File: config.mk
export PLATFORM = sky130hd
export DESIGN_NAME = rep_add_mult_ctrl
export DESIGN_NICKNAME = d
export VERILOG_FILES = /design/src/rtl/rep_add_mult_ctrl.sv
export SDC_FILE = /design/constraint.sdc
export NUM_CORES = 1
export LEC_CHECK = 0
export CAP_MARGIN = 10
export CORE_MARGIN = 4
export CORE_UTILIZATION = 57
export DETAILED_ROUTE_END_ITERATION = 8
export PLACE_DENSITY_LB_ADDON = 0.3
export SLEW_MARGIN = 30
export SYNTH_ARGS = -nofsm -noshare
export SYNTH_HDL_FRONTEND = slang
export SYNTH_SLANG_ARGS = --single-unit
File: constraint.sdc
create_clock -name clk -period 3.65 [get_ports clk]
set_input_delay 0.5475 -clock clk [delete_from_list [all_inputs] [get_ports clk]]
set_output_delay 0.5475 -clock clk [all_outputs]
set_load 0.02 [all_outputs]
File: src/rtl/rep_add_mult_ctrl.sv
// ============================================================================
// rep_add_mult_ctrl : repeated-addition multiplier, datapath and FSM in one block
// Optional build macro: MULT_OPERAND_SWAP_EN (iterate over the smaller operand)
// Revision: 1.0
// ============================================================================
`default_nettype none

module rep_add_mult_ctrl #(
  parameter int WIDTH  = 16,
  parameter int PWIDTH = 2 * WIDTH
) (
  input  logic              clk,
  input  logic              rst,
  input  logic              start_valid,
  output logic              start_ready,
  input  logic [WIDTH-1:0]  a_in,
  input  logic [WIDTH-1:0]  b_in,
  output logic [PWIDTH-1:0] prod,
  output logic              done,
  output logic              busy,
  output logic              ovf
);

  typedef enum logic [1:0] {
    IDLE = 2'd0,
    CALC = 2'd1,
    DONE = 2'd2
  } state_t;

  state_t             state_q, state_d;
  logic [WIDTH-1:0]   cnt_q, cnt_d;
  logic [WIDTH-1:0]   addend_q, addend_d;
  logic [PWIDTH-1:0]  prod_q, prod_d;
  logic               ovf_q, ovf_d;

  logic [WIDTH-1:0]   load_cnt;
  logic [WIDTH-1:0]   load_addend;
  logic [PWIDTH:0]    sum;

  generate
    if (WIDTH < 2 || PWIDTH < WIDTH || PWIDTH > 2 * WIDTH) begin : g_param_check
      $error("rep_add_mult_ctrl: illegal WIDTH/PWIDTH combination");
    end
  endgenerate

`ifdef MULT_OPERAND_SWAP_EN
  // Loop over the smaller operand so latency tracks min(a,b).
  always_comb begin
    load_cnt    = b_in;
    load_addend = a_in;
    if (a_in < b_in) begin
      load_cnt    = a_in;
      load_addend = b_in;
    end
  end
`else
  assign load_cnt    = b_in;
  assign load_addend = a_in;
`endif

  // One extra bit captures the carry out of the accumulator.
  assign sum = (PWIDTH+1)'(prod_q) + (PWIDTH+1)'(addend_q);

  always_comb begin
    state_d  = state_q;
    cnt_d    = cnt_q;
    addend_d = addend_q;
    prod_d   = prod_q;
    ovf_d    = ovf_q;
    case (state_q)
      IDLE: begin
        if (start_valid) begin
          cnt_d    = load_cnt;
          addend_d = load_addend;
          prod_d   = '0;
          ovf_d    = 1'b0;
          state_d  = CALC;
        end
      end
      CALC: begin
        if (cnt_q != '0) begin
          prod_d = sum[PWIDTH-1:0];
          cnt_d  = cnt_q - WIDTH'(1);
          if (sum[PWIDTH]) begin
            ovf_d = 1'b1;
          end
        end else begin
          state_d = DONE;
        end
      end
      DONE:    state_d = IDLE;
      default: state_d = IDLE;
    endcase
  end

  always_ff @(posedge clk) begin
    if (rst) begin
      state_q  <= IDLE;
      cnt_q    <= '0;
      addend_q <= '0;
      prod_q   <= '0;
      ovf_q    <= 1'b0;
    end else begin
      state_q  <= state_d;
      cnt_q    <= cnt_d;
      addend_q <= addend_d;
      prod_q   <= prod_d;
      ovf_q    <= ovf_d;
    end
  end

  assign start_ready = (state_q == IDLE);
  assign busy        = (state_q != IDLE);
  assign done        = (state_q == DONE);
  assign prod        = prod_q;
  assign ovf         = ovf_q;

endmodule

`default_nettype wire
==> results of run 1 <==
==> cells by family after synthesis <==
kind of cell    count (synthesis)  synth area share
flops                          67             0.354
mux                             4            0.0106
simple gates                  191             0.247
fa+ha+maj                      18            0.0614
compound gates                126             0.230
buf+inv                        39            0.0488
xor+xnor                       21            0.0485
==> per-stage QoR <==
step                setup slack (ns)  cell area (um2)  std cells  hold slack [ns]   util
finish                          1.08             4640        606            0.461  0.727
detailed placement              1.07             4480        591            0.454  0.702
global route                   0.903             4640        606            0.488  0.727
global placement                1.10             4480        591            0.450  0.702
floorplan                       1.15             3790        466            0.440      -
CTS                             1.09             4640        606            0.464  0.727
==> sequential cells by signal (all words and copies together) (netlist names) <==
| signal | flops |
|---|---|
| cnt_q | 16 |
| addend_q | 16 |
| prod | 32 |
| ovf | 1 |
| state_q | 2 |
==> critical path: stages, from the launching register on <==
cell and delay [ns]:
dfxtp_1 0.35, ha_1 0.20, inv_1 0.06, fa_1 0.38, and2b_4 0.27, o2111ai_1 0.13, a31o_1 0.31, a21oi_4 0.19
o31a_4 0.25, a31oi_1 0.10, a41o_1 0.21
==> how the worst min path moves through the flow <==
stage,start,end,cells past startpoint
after floorplan,addend_q[0]$_SDFFE_PP0P_,addend_q[0]$_SDFFE_PP0P_,2
after global placement,addend_q[0]$_SDFFE_PP0P_,addend_q[0]$_SDFFE_PP0P_,2
after detailed placement,addend_q[0]$_SDFFE_PP0P_,addend_q[0]$_SDFFE_PP0P_,2
after CTS,addend_q[0]$_SDFFE_PP0P_,addend_q[0]$_SDFFE_PP0P_,2
after global routing,addend_q[2]$_SDFFE_PP0P_,addend_q[2]$_SDFFE_PP0P_,2
final,addend_q[0]$_SDFFE_PP0P_,addend_q[0]$_SDFFE_PP0P_,2
==> layout by cell type (no fill, tap or decap), types with 8 or more instances in the layout <==
cell type / instances
nor3_1: 8
xor2_1: 11
clkbuf_8: 10
nand4_1: 9
xnor2_1: 10
clkdlybuf4s50_1: 70
a21oi_1: 55
nand2_1: 68
nor2_1: 50
o21ai_0: 14
dfxtp_1: 67
ha_1: 17
inv_1: 13
nand3_1: 16
==> layout make-up <==
class,count,area share
clock inverter,3,0.00323
sequential,67,0.289
inverter,13,0.0105
multi-input combinational,360,0.488
tap,77,0.0208
timing repair buffer,74,0.157
clock buffer,12,0.0313
==> metal layers <==
metal  GRT usage  vias up
li1            -     1782
met1       0.295     1700
met2       0.395      112
met3      0.0664       18
met4       0.107        0
met5           0        -
==> power by group through the flow <==
stage / sequential (uW) / combinational (uW) / clock, uW
2_1_floorplan: 828 / 244 / 0
3_3_place_gp: 829 / 340 / 0
3_5_place_dp: 831 / 349 / 0
4_1_cts: 814 / 352 / 540
5_1_grt: 820 / 394 / 571
6_report: 815 / 353 / 528
==> summary.txt, run 1 <==
Outcome
  – Outcome: finished clean

Synth
  – Mean Syn Cell Area: 8.14 um2
  – Most common cell in the netlist: nand2_1
  – Syn Inst Count: 466
  – EDFF count, synth: 0
  – Synth warn: 0
  – Synth Register Bits: 67
  – Yosys top cell by area: dfxtp_1
  – Net Count, Synth: 519
  – Leading post-synthesis cells by cell area: dfxtp_1 (35%), a21oi_1 (7.3%), nand2_1 (6.7%), ha_1 (5.6%), nor2_1 (5.0%)
  – Mapped cell area: 3790 um2
  – Synth cell types: 63
  – Register area share after synthesis: 0.354
  – Async S/R FF share, synth: 0
  – Most used DFF post-synth: dfxtp_1
  – Top cell type's share of synthesized area: 0.354
  – Top cells by count, synth: nand2_1 (68), dfxtp_1 (67), a21oi_1 (55)

Floorplan
  – Row count: 29
  – Die Span X: 89.6 um
  – Ports: 71
  – Starting Density: 0.594
  – Die area: 8020 um2
  – Core area: 6390 um2
  – Die Y: 89.6 um

Route
  – Vias per cell: 5.96
  – Drt pass-1 iters: 4
  – Initial drt markers: 182
  – DRT met1 WL: 3980 um
  – DR WL met3: 559 um
  – Met2 WL: 4550 um
  – Post-detailed-route wirelength per cell: 15.2 um
  – # DRC: 0
  – Antenna Nets Post-Route: 0
  – DR top layer: met4
  – Vias: 3,612
  – Detailed Route WL: 9240 um

Placed design
  – DP Wirelength: 6550 um
  – Buffers on Ports: 70
  – GPL Wtd Cong: 0.840

Cells and area
  – Seq. cell area: 1340 um2
  – Area of the multi-input gates: 2260 um2
  – Layout fillers: 499
  – Area delta synth->final: 22.4%
  – Nets@finish: 578
  – Number of diodes: 0
  – Share of layout cells above drive strength 1: 0.0794

Timing
  – Max Fclk: 389 MHz
  – Slew @ Worst Pin: 0.977 ns
  – Final Skew: 0.00728 ns
  – Endpoints failing setup: 0
  – Slew Limit Fails: 0
  – Relative max-transition margin: 0.346
  – Post-route minimum period: 2.57 ns
  – Period utilization: 0.704
  – Unrepaired setup endpoints after global routing: false
  – Final TNS setup: 0 ns
  – Final Hold Fails: 0

CTS
  – H-tree depth: 3
  – CTS Hold Buffers Added: 0
  – Clk pin slew, worst setup/hold paths: 0.07 ns
  – Sink Count: 67
  – Root Buffer: clkbuf_8
  – Clock latency on the worst-skew pair: 0.34 ns
  – Post-CTS setup buffer count: 0
  – Num CTS Buffers: 9
  – Clock Path Buffers: 2
  – CTS tree: done
  – # resized after CTS: 0

Worst setup path
  – Crit Path Class: flip-flop to flip-flop
  – CP Capture Type: flip-flop
  – R2R Setup Slk: 1.08 ns
  – Worst path required time: 3.89 ns
  – Max Fanout on Critical Path: 12
  – Setup crit start: prod[0]$_SDFFE_PP0P_
  – Reg2reg end: prod[20]$_SDFFE_PP0P_
  – Worst setup SP type: flip-flop
  – Crit path to: prod[20]$_SDFFE_PP0P_
  – Worst-case reg-to-reg path depth: 10
  – R2R Path Start: prod[0]$_SDFFE_PP0P_
  – Critical Path AT: 2.81 ns

Power
  – Switching Fraction: 0.306
  – Internal power: 1180 uW
  – Comb pwr share: 0.208
  – Reg power frac: 0.481
  – Clock network power share: 0.311
  – Peak supply drop: 0.255 mV
  – Switching power: 518 uW
  – P per Cell Area: 365 nW/um2
  – Pwr Total: 1700 uW
  – Leak: 0.00180 uW

Global routing
  – Gr usage total: 0.241
  – Initial antenna violation count: 0
  – First-pass GRT wire length: 15,300 um
  – GRT Residual Overflow: 0
  – Vias in the first global route: 3,434
  – Pin count of the biggest net entering global routing: 49

Job
  – Max-Cap Viols: 0

Hold path
  – Hold WC Path Type: flip-flop to flip-flop
No activity file was read; power rests on OpenSTA's default activity.
==> run 2: changes to the inputs <==
--- a/config.mk
+++ b/config.mk
@@ -7,7 +7,7 @@
 export LEC_CHECK = 0
 export CAP_MARGIN = 10
 export CORE_MARGIN = 4
-export CORE_UTILIZATION = 57
+export CORE_UTILIZATION = 47
 export DETAILED_ROUTE_END_ITERATION = 8
 export PLACE_DENSITY_LB_ADDON = 0.3
 export SLEW_MARGIN = 30
==> constraint.sdc (replaced) <==
create_clock -name clk -period 2.25 [get_ports clk]
set_input_delay 0.3375 -clock clk [delete_from_list [all_inputs] [get_ports clk]]
set_output_delay 0.3375 -clock clk [all_outputs]
set_load 0.02 [all_outputs]
==> run 2 against run 1 <==
Effect of this change:
- the run now ends with setup timing left
- sequential cell count unchanged
- worst hold slack improved by 0.0011 ns
- via count rose by 2.1%
- die area increased by 19%
- sequential share of layout area down 2.1 points
==> summary.txt, run 2 (synthesis gave the netlist of run 1 again) <==
Cells and area
  – Max reg flops: 32
  – Fin util: 0.647
  – Most frequent cells in the layout: clkdlybuf4s50_1 (70), nand2_1 (68), dfxtp_1 (64)
  – Final instance area: 5020 um2
  – Area delta synth->final: 32.5%
  – Commonest non-fill, non-tap cell in the layout: clkdlybuf4s50_1
  – Final cell count without fillers: 652
  – Share of layout cells above drive strength 1: 0.155
  – Nets@finish: 599
  – Number of diodes: 0

Route
  – Drt pass-1 iters: 5
  – Vias per cell: 5.66
  – Vias: 3,689
  – Initial drt markers: 211
  – # DRC: 0
  – Detailed Route WL: 9900 um
  – Post-detailed-route wirelength per cell: 15.2 um
  – Antenna Nets Post-Route: 0

CTS
  – Clock latency on the worst-skew pair: 0.34 ns
  – Clock Path Buffers: 2
  – CTS tree: done
  – Clk pin slew, worst setup/hold paths: 0.07 ns
  – H-tree depth: 3
  – Num CTS Buffers: 9
  – Root Buffer: clkbuf_8
  – Sink Count: 67

Worst setup path
  – Critical Path AT: 2.60 ns
  – Critical Path Max Stage Delay: 0.36 ns
  – Max Fanout on Critical Path: 5
  – Worst path cell trace: ha_4 -> inv_2 -> fa_2 -> and2b_4 -> o2111ai_4 -> a31o_4 -> a21oi_4 -> o31a_4 -> a31oi_2 -> a41o_1
  – Crit Path Class: flip-flop to flip-flop
  – Worst-case reg-to-reg path depth: 10
  – Top cell family by delay on the critical path: compound AO/OA/AOI/OAI gates
  – R2R Setup Slk: -0.11 ns
  – CP Capture Type: flip-flop
  – Worst path required time: 2.48 ns
  – Reg2reg end: prod[20]$_SDFFE_PP0P_
  – Worst setup SP type: flip-flop
  – Crit path buffers/inverters: 1
  – Slowest cell on crit path: dfxtp_4
  – R2R Path Start: prod[0]$_SDFFE_PP0P_

Floorplan
  – Die Y: 97.8 um
  – Core area: 7770 um2
  – Die area: 9570 um2
  – Starting Density: 0.488
  – Die Span X: 97.8 um
  – Row count: 32
  – Ports: 71

Global routing
  – Pin count of the biggest net entering global routing: 33
  – GRT Residual Overflow: 0
  – Vias in the first global route: 3,488
  – First-pass GRT wire length: 16,400 um
  – Gr usage total: 0.207
  – Initial antenna violation count: 0

Timing
  – Final Skew: 0.00988 ns
  – Max Fclk: 423 MHz
  – Post-route minimum period: 2.36 ns
  – Period utilization: 1.05
  – Final Hold Fails: 0
  – Unrepaired setup endpoints after global routing: true
  – Slew Limit Fails: 0
  – Setup ws final: -0.115 ns
  – Endpoints failing setup: 11
  – Relative max-transition margin: 0.484
  – Slew @ Worst Pin: 0.766 ns

Hold path
  – Hold Path Depth: 2
  – Hold WC Path Type: flip-flop to flip-flop
  – Worst Hold End: addend_q[7]$_SDFFE_PP0P_
  – Worst Hold Launch: addend_q[7]$_SDFFE_PP0P_

Outcome
  – Outcome: finished, violations left
  – Failing checks: setup timing

Placed design
  – DP Wirelength: 6980 um
  – Dpl cells: 633
  – Buffers on Ports: 70
  – DP Area: 4670 um2
  – GPL Wtd Cong: 0.922

Power
  – Peak supply drop: 0.320 mV
  – Leak: 0.00194 uW
  – P per Cell Area: 596 nW/um2

Job
  – Max-Cap Viols: 0
==> run 2: layer usage <==
| layer | global-route usage | vias up | wire [um] |
|---|---|---|---|
| met1 | 0.265 | 1740 | 4350 |
| met4 | 0.0564 | 0 | 123 |
| li1 | - | 1827 | - |
| met5 | 0 | - | 0 |
| met2 | 0.351 | 108 | 4860 |
| met3 | 0.0507 | 14 | 575 |
==> run 2: final cells by class <==
| type | count | area, um2 |
|---|---|---|
| clock buffer | 15 | 208 |
| fill | 647 | 2740 |
| inverter | 13 | 48.8 |
| multi-input combinational | 361 | 2410 |
| sequential | 67 | 1350 |
| tap | 102 | 128 |
| timing repair buffer | 94 | 885 |
==> run 2: report_power, final <==
part	switching [uW]	leakage, uW	internal, uW
logic	347	0.00128	279
registers	74.5	0.000548	1250
clock network	457	0.000107	584
total	879	0.00194	2110
==> run 2: timing repair <==
action | in CTS | in global routing
gates cloned | 1 | 0
gates resized for setup | 7 | 15
hold endpoints to repair | 0 | 0
pin swaps | 10 | 9
hold buffers | 0 | 0
setup endpoints to repair | 11 | 20
buffers inserted | 1 | 2
==> run 2: worst min-delay path: stages, from the launching register on <==
cell	delay, ns
dfxtp_1	0.31
nand2_1	0.05
a21oi_1	0.05
==> run 2: worst max-delay path by stage <==
stage	startpoint	endpoint	slack (ns)	depth (start not counted)
after global placement	addend_q[0]$_SDFFE_PP0P_	prod[18]$_SDFFE_PP0P_	-0.06	10
after global routing	addend_q[0]$_SDFFE_PP0P_	prod[12]$_SDFFE_PP0P_	-0.19	11
after detailed placement	addend_q[0]$_SDFFE_PP0P_	prod[18]$_SDFFE_PP0P_	-0.13	10
after floorplan	prod[0]$_SDFFE_PP0P_	prod[26]$_SDFFE_PP0P_	-0.007	11
after CTS	addend_q[0]$_SDFFE_PP0P_	prod[12]$_SDFFE_PP0P_	-0.12	11
final	prod[0]$_SDFFE_PP0P_	prod[20]$_SDFFE_PP0P_	-0.11	10
==> run 2: metrics by stage <==
stage	TNS (ns)	total power [uW]	setup WS, ns	hold WS, ns
detailed placement	-0.657	1950	-0.126	0.455
global route	-2.06	3150	-0.187	0.486
finish	-0.778	2990	-0.115	0.463
floorplan	-0.00809	1740	-0.00651	0.440
global placement	-0.193	1940	-0.0624	0.448
CTS	-0.720	3000	-0.120	0.464
==> run 3: changes to the inputs <==
--- a/config.mk
+++ b/config.mk
@@ -10,6 +10,7 @@
 export CORE_UTILIZATION = 47
 export DETAILED_ROUTE_END_ITERATION = 8
 export PLACE_DENSITY_LB_ADDON = 0.3
+export RECOVER_POWER = 25
 export SLEW_MARGIN = 30
 export SYNTH_ARGS = -nofsm -noshare
 export SYNTH_HDL_FRONTEND = slang
==> run 3 against run 2 <==
Effect of this change:
- the run still ends with setup timing left
- combinational power barely moved
- first-iteration DRC count rose by 3.3%
- clock power about the same
- largest cell class unchanged
==> summary.txt, run 3 (synthesis gave the netlist of run 1 again) <==
CTS
  – Clock latency on the worst-skew pair: 0.34 ns
  – Root Buffer: clkbuf_8
  – Num CTS Buffers: 9
  – H-tree depth: 3
  – Clk pin slew, worst setup/hold paths: 0.07 ns
  – CTS tree: done
  – Sink Count: 67
  – Clock Path Buffers: 2

Cells and area
  – Max reg flops: 32
  – Commonest non-fill, non-tap cell in the layout: nand2_1
  – Most frequent cells in the layout: nand2_1 (68), clkdlybuf4s50_1 (65), dfxtp_1 (64)
  – Share of layout cells above drive strength 1: 0.155
  – Final cell count without fillers: 652
  – Final instance area: 5020 um2
  – Number of diodes: 0
  – Area delta synth->final: 32.4%
  – Nets@finish: 599

Timing
  – Endpoints failing setup: 11
  – Final Hold Fails: 0
  – Final TNS setup: -0.771 ns
  – Post-route minimum period: 2.37 ns
  – Slew @ Worst Pin: 0.760 ns
  – Max Fclk: 423 MHz
  – Period utilization: 1.05
  – Final hold slack: 0.463 ns
  – Relative max-transition margin: 0.488
  – Final Skew: 0.00977 ns
  – Slew Limit Fails: 0
  – Unrepaired setup endpoints after global routing: true
  – Setup ws final: -0.116 ns

Power
  – Pwr Total: 2990 uW
  – P per Cell Area: 596 nW/um2
  – Peak supply drop: 0.320 mV
  – Leak: 0.00196 uW

Route
  – Detailed Route WL: 9920 um
  – # DRC: 0
  – Antenna Nets Post-Route: 0
  – Vias: 3,680
  – Drt pass-1 iters: 5
  – Post-detailed-route wirelength per cell: 15.2 um
  – Vias per cell: 5.64
  – Initial drt markers: 218

Global routing
  – Pin count of the biggest net entering global routing: 33
  – First-pass GRT wire length: 16,400 um
  – Vias in the first global route: 3,488
  – Gr usage total: 0.207
  – GRT Residual Overflow: 0
  – Initial antenna violation count: 0

Worst setup path
  – Reg2reg end: prod[20]$_SDFFE_PP0P_
  – Crit Path Class: flip-flop to flip-flop
  – Worst setup SP type: flip-flop
  – Max Fanout on Critical Path: 5
  – Worst-case reg-to-reg path depth: 10
  – R2R Path Start: prod[0]$_SDFFE_PP0P_
  – Worst path cell trace: ha_4 -> inv_2 -> fa_2 -> and2b_4 -> o2111ai_4 -> a31o_4 -> a21oi_4 -> o31a_4 -> a31oi_2 -> a41o_1
  – Critical Path Stages: 10
  – CP Capture Type: flip-flop
  – Critical Path Max Stage Delay: 0.36 ns
  – R2R Setup Slk: -0.12 ns
  – Slowest cell on crit path: dfxtp_4
  – Critical Path AT: 2.60 ns
  – Worst path required time: 2.48 ns
  – Top cell family by delay on the critical path: compound AO/OA/AOI/OAI gates
  – Crit path buffers/inverters: 1

Outcome
  – Failing checks: setup timing
  – Outcome: finished, violations left

Placed design
  – GPL Wtd Cong: 0.922
  – Dpl cells: 633
  – DP Area: 4670 um2
  – Buffers on Ports: 70
  – DP Wirelength: 6980 um

Floorplan
  – Die Span X: 97.8 um
  – Ports: 71
  – Starting Density: 0.488
  – Row count: 32
  – Core area: 7770 um2
  – Die Y: 97.8 um
  – Die area: 9570 um2

Hold path
  – Worst Hold End: addend_q[7]$_SDFFE_PP0P_
  – Worst Hold Launch: addend_q[7]$_SDFFE_PP0P_
  – Hold Path Depth: 2
  – Hold WC Path Type: flip-flop to flip-flop

Job
  – Max-Cap Viols: 0
-- run 3: cell count changes in the layout (fill, tap and decap cells not counted), sizes merged --
cell / previous run / this run
clkdlybuf4s50: 70 / 65
clkbuf: 15 / 16
dlygate4sd3: 0 / 5
buf: 24 / 23
-- run 3: power breakdown --
part / switching (uW) / internal [uW]
Combinational: 348 / 278
Clock: 459 / 584
Sequential: 74.6 / 1250
-- run 3: cell type report --
| cell class | count | area, um2 |
|---|---|---|
| Timing Repair Buffer | 94 | 882 |
| Tap cell | 102 | 128 |
| Sequential cell | 67 | 1350 |
| Multi-Input combinational cell | 361 | 2410 |
| Inverter | 13 | 48.8 |
| Fill cell | 648 | 2750 |
| Clock buffer | 15 | 208 |
-- run 3: worst max path at each step --
stage,endpoint,slack [ns],start
4_1_cts,prod[12]$_SDFFE_PP0P_,-0.12,addend_q[0]$_SDFFE_PP0P_
3_5_place_dp,prod[18]$_SDFFE_PP0P_,-0.13,addend_q[0]$_SDFFE_PP0P_
3_3_place_gp,prod[18]$_SDFFE_PP0P_,-0.06,addend_q[0]$_SDFFE_PP0P_
2_1_floorplan,prod[26]$_SDFFE_PP0P_,-0.007,prod[0]$_SDFFE_PP0P_
5_1_grt,prod[12]$_SDFFE_PP0P_,-0.19,addend_q[0]$_SDFFE_PP0P_
6_report,prod[20]$_SDFFE_PP0P_,-0.12,prod[0]$_SDFFE_PP0P_
-- run 3: per-stage QoR --
step	util	setup slack [ns]
after floorplan	-	-0.00651
after global placement	0.601	-0.0624
after detailed placement	0.601	-0.126
after CTS	0.635	-0.120
after global routing	0.646	-0.187
final	0.646	-0.116
-- run 3: timing repair --
action,4_1_cts,5_1_grt
endpoints found under the setup margin,11,20
cloned,1,0
setup buffers,1,2
pin swaps,10,9
hold buffers,0,0
gates resized for setup,7,15
-- run 3: per-layer routing --
layer  wire length [um]  GRT usage  up-vias
li1                   -          -     1826
met1               4380      0.265     1738
met2               4880      0.351      101
met3                532     0.0507       15
met4                124     0.0564        0
met5                  0          0        -
-- run 3: worst reg2reg max path, delay by kind of cell, from the launching register on --
family          cells  cell delay [ns]
buf+inv             1             0.03
fa+ha+maj           2             0.45
simple gates        1             0.28
compound gates      6             1.15
flops               1             0.36
==> RTL change: new RTL, settings of run 2 <==
Reset style: asynchronous (`rst`), changed in one clocked block.
--- a/src/rtl/rep_add_mult_ctrl.sv
+++ b/src/rtl/rep_add_mult_ctrl.sv
@@ -93,7 +93,7 @@
     endcase
   end
 
-  always_ff @(posedge clk) begin
+  always_ff @(posedge clk or posedge rst) begin
     if (rst) begin
       state_q  <= IDLE;
       cnt_q    <= '0;
Formal check against the unedited RTL: differs if rst is asserted again (counterexample within 4 cycles, from zero or initial values and one cycle with rst high); with rst held inactive, the same outputs for 10 cycles.
==> RTL change against run 2 <==
  * The flow still finishes with violations (setup timing)
  * Worst setup slack got worse by 0.24 ns
  * Die area rose by 2.6%
  * Global-route usage rose by 1.9 points
  * Sequential cell count did not move
  * Routed wire length rose by 15%
  * Critical path depth rose by 1
  * Synthesized cell count fell by 5.2%
  * Final area rose by 14%
  * Synthesized area rose by 2.8%
  * Critical path type unchanged
  * Critical endpoint is now prod[22]
  * Highest routed layer unchanged
Power is not compared: it rests on default switching activity, and its combinational part moved more than twofold at a synthesized area within 25%.
==> RTL change: results (changes against run 2) <==
.. list-table::
   :header-rows: 1

   * - Metric
     - Value
   * - Total of fill cells in the finished design
     - 558 (-14%)
   * - Inst Count DP
     - 644 (+1.7%)
   * - Starting DRT DRC Count
     - 199 (-5.7%)
   * - Worst Skew
     - 0.00941 ns (-0.000463 ns)
   * - Number of unique standard cell types used by synthesis
     - 58 (-7.9%)
   * - Endpoint arrival time on the critical path
     - 2.84 ns (+0.24 ns)
   * - Run status
     - finished with violations
   * - Total Neg Setup Slack
     - -1.93 ns (-1.15 ns)
   * - Maximum number of pins on one net before global-route repair
     - 30 (-9.1%)
   * - Number of flip-flops in the largest register
     - 32 (unchanged)
   * - Top_reg_cell synth
     - sky130_fd_sc_hd__dfrtp_1
   * - Cell with the biggest individual delay on the critical path
     - sky130_fd_sc_hd__dfrtp_1
   * - DR WL met3
     - 685 microns (+19%)
   * - Layout cells sized above 1
     - 24.5% (+9.1 points)
   * - Wire length of the first global-routing pass
     - 18100 microns (+10%)
   * - Met2 track demand over resource in global routing
     - 37.9% (+2.9 points)
   * - Final Routed Wirelength
     - 11400 microns (+15%)
   * - Worst skew pair latency
     - 0.35 ns
   * - Relative slew slack
     - 62.3% (+14 points)
   * - Sequential fraction of the synthesis area
     - 43.0% (+7.6 points)
   * - Final setup vio count
     - 14 (+3)
   * - Global routing usage summed across all routing layers
     - 22.7% (+1.9 points)
   * - Number of synthesis warnings
     - 0 (unchanged)
   * - CTS Buf Count
     - 9 (unchanged)
   * - Post-Syn Instances
     - 442 (-5.2%)
   * - Highest fanout seen on the critical path
     - 3 (-2)
   * - Type of the worst min-delay path
     - in2async
   * - Violated checks
     - setup timing
   * - Share of flip-flops with an asynchronous set or reset
     - 100% (+100 points)
   * - Nets
     - 623 (+4.0%)
   * - Cell types occupying the most area after synthesis
     - sky130_fd_sc_hd__dfrtp_1 43%, sky130_fd_sc_hd__nand2_1 8.4%, sky130_fd_sc_hd__ha_1 5.5%
   * - Syn nets
     - 495 (-4.6%)
   * - Worst setup slack after placement
     - -0.437 ns (-0.310 ns)
   * - Length of routed wiring on met1
     - 5040 microns (+16%)
   * - Global-route track usage on met3
     - 4.39% (-0.68 points)
   * - Fin worst setup slack
     - -0.358 ns (-0.243 ns)
   * - Biggest cell delay along the critical path
     - 0.40 ns (+0.04 ns)
   * - GR Layer Usage met1
     - 29.7% (+3.2 points)
   * - Total placed instance area
     - 5180 sq um (+11%)
   * - Cell leakage power
     - 2.44 nW
   * - Register area
     - 1690 sq um (+25%)
   * - Met2 WL
     - 5430 microns (+12%)
   * - Top cells by instance count after synthesis
     - 87 x sky130_fd_sc_hd__nand2_1, 67 x sky130_fd_sc_hd__dfrtp_1, 32 x sky130_fd_sc_hd__o21ai_0
   * - Number of non-filler instances in the completed layout
     - 677 (+3.8%)
   * - Number of buffers between clock root and the deepest sink
     - 2 (unchanged)
   * - Count of vias placed by the detailed router
     - 3837 (+4.0%)
   * - First-pass detailed-route iteration total
     - 4 (-1)
   * - Placer Congestion
     - 0.888 (-3.8%)
   * - Post-DP HPWL
     - 7710 microns (+10%)
RTL change: changes by cell type after synthesis, moves of 18 or more:
cell                      before  now
sky130_fd_sc_hd__dfrtp_1       0   67
sky130_fd_sc_hd__dfxtp_1      67    0
sky130_fd_sc_hd__a21oi_1      55   27
sky130_fd_sc_hd__nor2_1       50   27
sky130_fd_sc_hd__nand2_1      68   87
sky130_fd_sc_hd__o21ai_0      14   32
RTL change: kinds of logic after synthesis:
| group | Yosys count | share of synthesized area (%) |
|---|---|---|
| xor gates and xnor gates | 21 | 4.72 |
| muxes | 5 | 1.28 |
| DFF | 67 | 43.0 |
| adders and majority gates | 18 | 5.97 |
| AOI/OAI and AO/OA | 108 | 18.1 |
| buffers and inverters | 31 | 3.47 |
| and+or+nand+nor | 192 | 23.4 |
RTL change: where the power goes:
group          internal (mW)  total (mW)  leakage [nW]  switching [mW]
Sequential              1.77        2.28         0.829           0.507
Combinational           2.98        6.16          1.51            3.18
Clock                  0.542        1.05         0.102           0.510
RTL change: final cells by class:
type / count / share of cell area, %
Timing Repair Buffer: 135 / 22.2
Sequential cell: 67 / 29.5
Clock inverter: 6 / 1.14
Multi-Input combinational cell: 344 / 41.6
Inverter: 13 / 0.855
Tap cell: 102 / 2.24
Clock buffer: 10 / 2.41
RTL change: worst paths after layout:
kind                             start           to  cells past startpoint  slack (ns)
min in group clk                   ovf          ovf                      2        0.48
min                                rst  addend_q[2]                      2        0.33
min reg2reg                        ovf          ovf                      2        0.48
max                        addend_q[0]     prod[22]                     11       -0.36
max in group asynchronous          rst   state_q[1]                      3        1.28
max reg2reg                addend_q[0]     prod[22]                     11       -0.36
RTL change: what timing repair did:
action,CTS,global route
setup endpoints to repair,19,31
resized for setup,13,20
hold buffers,0,0
setup buffers,3,12
pin swaps,10,7
gates cloned,0,2
